**config.mk**
```make
export PLATFORM = sky130hd
export DESIGN_NAME = ascii_seq_decoder
export DESIGN_NICKNAME = d
export VERILOG_FILES = /design/src/rtl/ascii_seq_decoder.sv
export SDC_FILE = /design/constraint.sdc
export NUM_CORES = 1
export LEC_CHECK = 0
export BUFFER_PORTS_ARGS = -buffer_cell sky130_fd_sc_hd__buf_2
export CORE_MARGIN = 8
export CORE_UTILIZATION = 25
export CTS_CLUSTER_SIZE = 40
export DETAILED_ROUTE_END_ITERATION = 10
export PLACE_DENSITY_LB_ADDON = 0.05
export SLEW_MARGIN = 20
export SYNTH_ARGS = -nofsm -noshare
export SYNTH_HDL_FRONTEND = slang
export SYNTH_SLANG_ARGS = --single-unit
```
**constraint.sdc**
```tcl
create_clock -name clk -period 3.2 [get_ports clk]
set_clock_uncertainty 0.05 [all_clocks]
set_input_delay 0.32 -clock clk [delete_from_list [all_inputs] [get_ports clk]]
set_output_delay 0.32 -clock clk [all_outputs]
set_load 0.02 [all_outputs]
```
**src/rtl/ascii_seq_decoder.sv**
```systemverilog
// rtl/ascii_seq_decoder.sv - glitch-filtered ASCII hex-symbol sequence decoder with lock and sticky error status
// Optional lowercase 'a'..'f' decode is enabled by defining ASCII_LOWER_EN.
module ascii_seq_decoder #(
  parameter int SETTLE_CYCLES = 4,
  parameter int PERIOD_CYCLES = 25000001,
  parameter int PERIOD_TOL    = 16,
  parameter int LOCK_COUNT    = 4
) (
  input  logic       clk,
  input  logic       rst_n,
  input  logic [7:0] char_in,
  input  logic       clr_err,
  output logic [3:0] value,
  output logic       value_valid,
  output logic       locked,
  output logic       seq_err,
  output logic       period_err,
  output logic       char_err
);

  localparam int SW = $clog2(SETTLE_CYCLES + 1);
  localparam logic [SW-1:0] SETTLE_MAX = SW'(SETTLE_CYCLES);
  localparam logic [SW-1:0] SETTLE_HIT = SW'(SETTLE_CYCLES - 1);
  localparam logic [31:0]   PER_MIN    = 32'(PERIOD_CYCLES - PERIOD_TOL);
  localparam logic [31:0]   PER_MAX    = 32'(PERIOD_CYCLES + PERIOD_TOL);
  localparam logic [7:0]    LOCK_GOOD  = 8'(LOCK_COUNT);

  typedef enum logic [1:0] {ACQUIRE, TRACK, LOCKED} state_t;

  state_t        state;
  logic [7:0]    char_q;
  logic [7:0]    acc_char;
  logic [SW-1:0] stab_cnt;
  logic [31:0]   interval;
  logic [7:0]    good;

  logic       accept;
  logic       dec_ok;
  logic       dec_blank;
  logic [3:0] dec_val;
  logic       valid_dec;
  logic       bad_char;
  logic       seq_ok;
  logic       period_ok;
  logic       stall;
  logic [7:0] good_inc;

  always_comb begin
    dec_ok    = 1'b0;
    dec_blank = 1'b0;
    dec_val   = 4'd0;
    if (char_q >= 8'h30 && char_q <= 8'h39) begin
      dec_ok  = 1'b1;
      dec_val = 4'(char_q - 8'h2A);
    end else if (char_q >= 8'h41 && char_q <= 8'h46) begin
      dec_ok  = 1'b1;
      dec_val = 4'(char_q - 8'h41);
`ifdef ASCII_LOWER_EN
    end else if (char_q >= 8'h61 && char_q <= 8'h66) begin
      dec_ok  = 1'b1;
      dec_val = 4'(char_q - 8'h61);
`endif
    end else if (char_q == 8'h00) begin
      dec_blank = 1'b1;
    end
  end

  // An event fires once per newly settled character; re-presenting the accepted one is ignored.
  assign accept    = (stab_cnt == SETTLE_HIT) && (char_q != acc_char);
  assign valid_dec = accept && dec_ok;
  assign bad_char  = accept && !dec_ok && !dec_blank;
  assign seq_ok    = (dec_val == value + 4'd1);
  assign period_ok = (interval >= PER_MIN) && (interval <= PER_MAX);
  assign stall     = (state == LOCKED) && !valid_dec && (interval > PER_MAX);
  assign good_inc  = (good == 8'hFF) ? good : good + 8'd1;

  always_ff @(posedge clk or negedge rst_n) begin
    if (!rst_n) begin
      state       <= ACQUIRE;
      char_q      <= 8'h00;
      acc_char    <= 8'h00;
      stab_cnt    <= '0;
      interval    <= 32'd0;
      good        <= 8'd0;
      value       <= 4'd0;
      value_valid <= 1'b0;
      locked      <= 1'b0;
      seq_err     <= 1'b0;
      period_err  <= 1'b0;
      char_err    <= 1'b0;
    end else begin
      char_q <= char_in;
      if (char_in != char_q) begin
        stab_cnt <= '0;
      end else if (stab_cnt != SETTLE_MAX) begin
        stab_cnt <= stab_cnt + 1'b1;
      end
      if (accept) begin
        acc_char <= char_q;
      end

      value_valid <= valid_dec;
      if (valid_dec) begin
        interval <= 32'd1;
      end else if (interval != 32'hFFFF_FFFF) begin
        interval <= interval + 32'd1;
      end

      // A new error outranks a coincident clear.
      seq_err    <= (seq_err & ~clr_err) | (valid_dec && state != ACQUIRE && !seq_ok);
      period_err <= (period_err & ~clr_err) | (valid_dec && state != ACQUIRE && !period_ok) | stall;
      char_err   <= (char_err & ~clr_err) | bad_char;

      if (valid_dec) begin
        value <= dec_val;
        if (state == ACQUIRE) begin
          state  <= TRACK;
          good   <= 8'd0;
          locked <= 1'b0;
        end else if (seq_ok && period_ok) begin
          good <= good_inc;
          if (good_inc >= LOCK_GOOD) begin
            state  <= LOCKED;
            locked <= 1'b1;
          end
        end else begin
          state  <= TRACK;
          good   <= 8'd0;
          locked <= 1'b0;
        end
      end else if (stall) begin
        state  <= TRACK;
        good   <= 8'd0;
        locked <= 1'b0;
      end else if (bad_char) begin
        good <= 8'd0;
      end
    end
  end

endmodule

```
==> metrics <==
Mapped Avg Cell Area=9.46 sq um; Yosys top cell area share=41.4%; outcome=finished clean; DR iter-0 viols=between 100 and 150; area of the multi-input gates=approximately 2300 sq um; TritonCTS sink count=69; fill count=around 1800; Netlist cell types=76; PD cells=a little over 400 nW/um^2; Core Rows=47; Port Buf Inserts=19; Clk Latency, worst-skew pair=roughly 340 ps; post-synthesis sequential area ratio=between 40 and 50%; drt first pass iters=4; Placement Setup Slack=345 ps; cells along the critical path=inv_1 -> ha_1 -> o21bai_1 -> a21o_2 -> o22ai_4 -> xor2_4 -> and4bb_1 -> o311a_1 -> a2bb2oi_1; largest net degree at the start of global routing=70; ranking of synthesized cells by area=dfrtp_1, xnor2_1, xor2_1, nand2_1, nor2_1; Peak VDD IR=0.000232 V; initial antenna violation count=0; setup bufs post-CTS=0; Via Count=about 3200; H-tree depth=3; most frequent cells in the layout=dfrtp_1, nand2_1, nor2_1, xnor2_1, xor2_1; Die H=145 um; reg2reg start=char_q[0]; leakage power=slightly above 2 nW; fin worst setup slack=355 ps; worst min path class=in2async; Setup Crit Path Kind=reg2reg; # Max-Cap Violations=0; Net count, final=between 400 and 500; Period minus WS final=about 2800 ps; DRC viols=0; CTS max path bufs=2; CTS tree=yes; Main synth FF type=dfrtp_1; Setup TNS Final=0 ps; final core occ=between 20 and 30%; Worst Path Required=3410 ps; Die X=145 um; startpoint class of the critical path=register; area growth from synthesis to layout=15.4%; post-cts resize count=0; Critical Path Fanout Max=10; EDFF count, synth=0; Mapped Cells=~440; RSZ-0062 raised after global routing=no; biggest area consumer among synthesized cells=dfrtp_1; final setup violation count=0; Final Hold Fails=0; share of cells above drive strength 1=about 14%; CP arrival=3060 ps; register area=between 1500 and 2000 sq um; Max Freq=between 300 and 400 MHz; Final GP Congestion=between 0.7 and 0.8; Syn Nets=465; Die ar.=around 21000 sq um; Setup crit end kind=register; DP HPWL=just under 8 mm; drt wl/cell=approximately 16 um; hold_buf cts=0; Core ar.=16500 sq um; R2R Setup Slk=about 360 ps; grt total ovfl=0; Synth Register Bits=69; Root Buffer=clkbuf_16; number of global-route vias before repair=around 3300; RR Endpoint=good[4]; commonest non-fill, non-tap cell in the layout=dfrtp_1; antenna-violating nets left=0; Crit path buffers/inverters=1; max-slew violations=0; initial cell density of the core=roughly 25%; Crit path largest cell delay=480 ps; GRT Util Overall=~11%; antenna cell count=0; clock-pin slew on the worst setup and hold paths=about 60 ps; vias per cell=approximately 4.6; first-pass GRT wire length=18.2 mm; CTS buffer count=9; Synth async-reset ratio=100%; final worst-path cycle share=88.9%; total power=between 1.5 and 2 mW; Slew headroom=roughly 36%; total wire length=about 11 mm; Crit path max-delay family=compound AO/OA/AOI/OAI gates; worst slew pin tran=between 900 and 1000 ps; Ports=20; FF-to-FF path depth=9; Critical Path Slowest Stage Cell=and4bb_1; total of warnings raised by yosys=0; Mapped Area=4170 sq um
[layer usage]
layer / share of wire, % / GRT usage, %
met5: 0 / 0
met4: 1.5 / 3.59
met3: 3.0 / 2.77
met2: 47 / 17.3
met1: 49 / 13.7
[cell usage after synthesis, types with 6 or more instances]
| cell | instances |
|---|---|
| nor4_1 | 6 |
| nand2_1 | 54 |
| o21ai_0 | 14 |
| nand3_1 | 22 |
| a21oi_1 | 12 |
| xor2_1 | 24 |
| inv_1 | 19 |
| and3_1 | 8 |
| nor3_1 | 6 |
| dfrtp_1 | 69 |
| nor2_1 | 51 |
| and4_1 | 6 |
| xnor2_1 | 24 |
| ha_1 | 13 |
| nand4_1 | 12 |
[worst register-to-register path: stages (launching register included)]
cell and delay (ps):
dfrtp_1 470, inv_1 190, ha_1 270, o21bai_1 290, a21o_2 280, o22ai_4 100
xor2_4 260, and4bb_1 480, o311a_1 240, a2bb2oi_1 140
[state kept, by name, summed over array words and instances, names as in the netlist]
name,cells
acc_char,8
good,8
locked,1
interval,32
value_valid,1
stab_cnt,3
char_err,1
char_q,8
period_err,1
value,4
seq_err,1
state,1
[per-stage QoR]
stage	hold slack (ps)	area [sq um]	cells
floorplan	-25.6	4170	441
global route	52.9	4820	689
global placement	405	4530	675
CTS	50.9	4820	689
finish	57.5	4820	689
detailed placement	408	4530	675
[cell families after synthesis]
| kind of cell | after synthesis | share of synthesized area [%] |
|---|---|---|
| AOI/OAI and AO/OA | 76 | 14.4 |
| xor gates and xnor gates | 49 | 10.7 |
| adders and majority gates | 13 | 3.90 |
| buffers and inverters | 33 | 3.60 |
| DFF | 69 | 41.4 |
| muxes | 1 | 0.240 |
| and+or+nand+nor | 200 | 25.7 |
[area by class of cell]
cell class	instances	area share (%)
multi-input cells	339	47.7
flip-flops and latches	69	35.9
well taps	220	5.72
clock buffers	10	4.96
repair buffers	26	3.12
inverters	21	1.64
clock inverters	4	1.04
[power by group]
group / total [mW] / switching (mW) / internal, mW
combinational: 0.0873 / 0.0559 / 0.0313
clock: 1.00 / 0.386 / 0.614
sequential: 0.892 / 0.0142 / 0.878
total: 1.98 / 0.456 / 1.52
[worst max path at each step]
stage / startpoint / endpoint / slack, ps / cells past startpoint
after CTS: char_q[0] / good[4] / 330 / 9
after floorplan: char_q[0] / state[0] / 700 / 10
final: char_q[0] / good[4] / 360 / 9
after global routing: char_q[0] / good[4] / 120 / 9
after detailed placement: char_q[0] / good[6] / 340 / 9
after global placement: char_q[0] / good[4] / 420 / 9
Power figures use the tool's default switching activity.
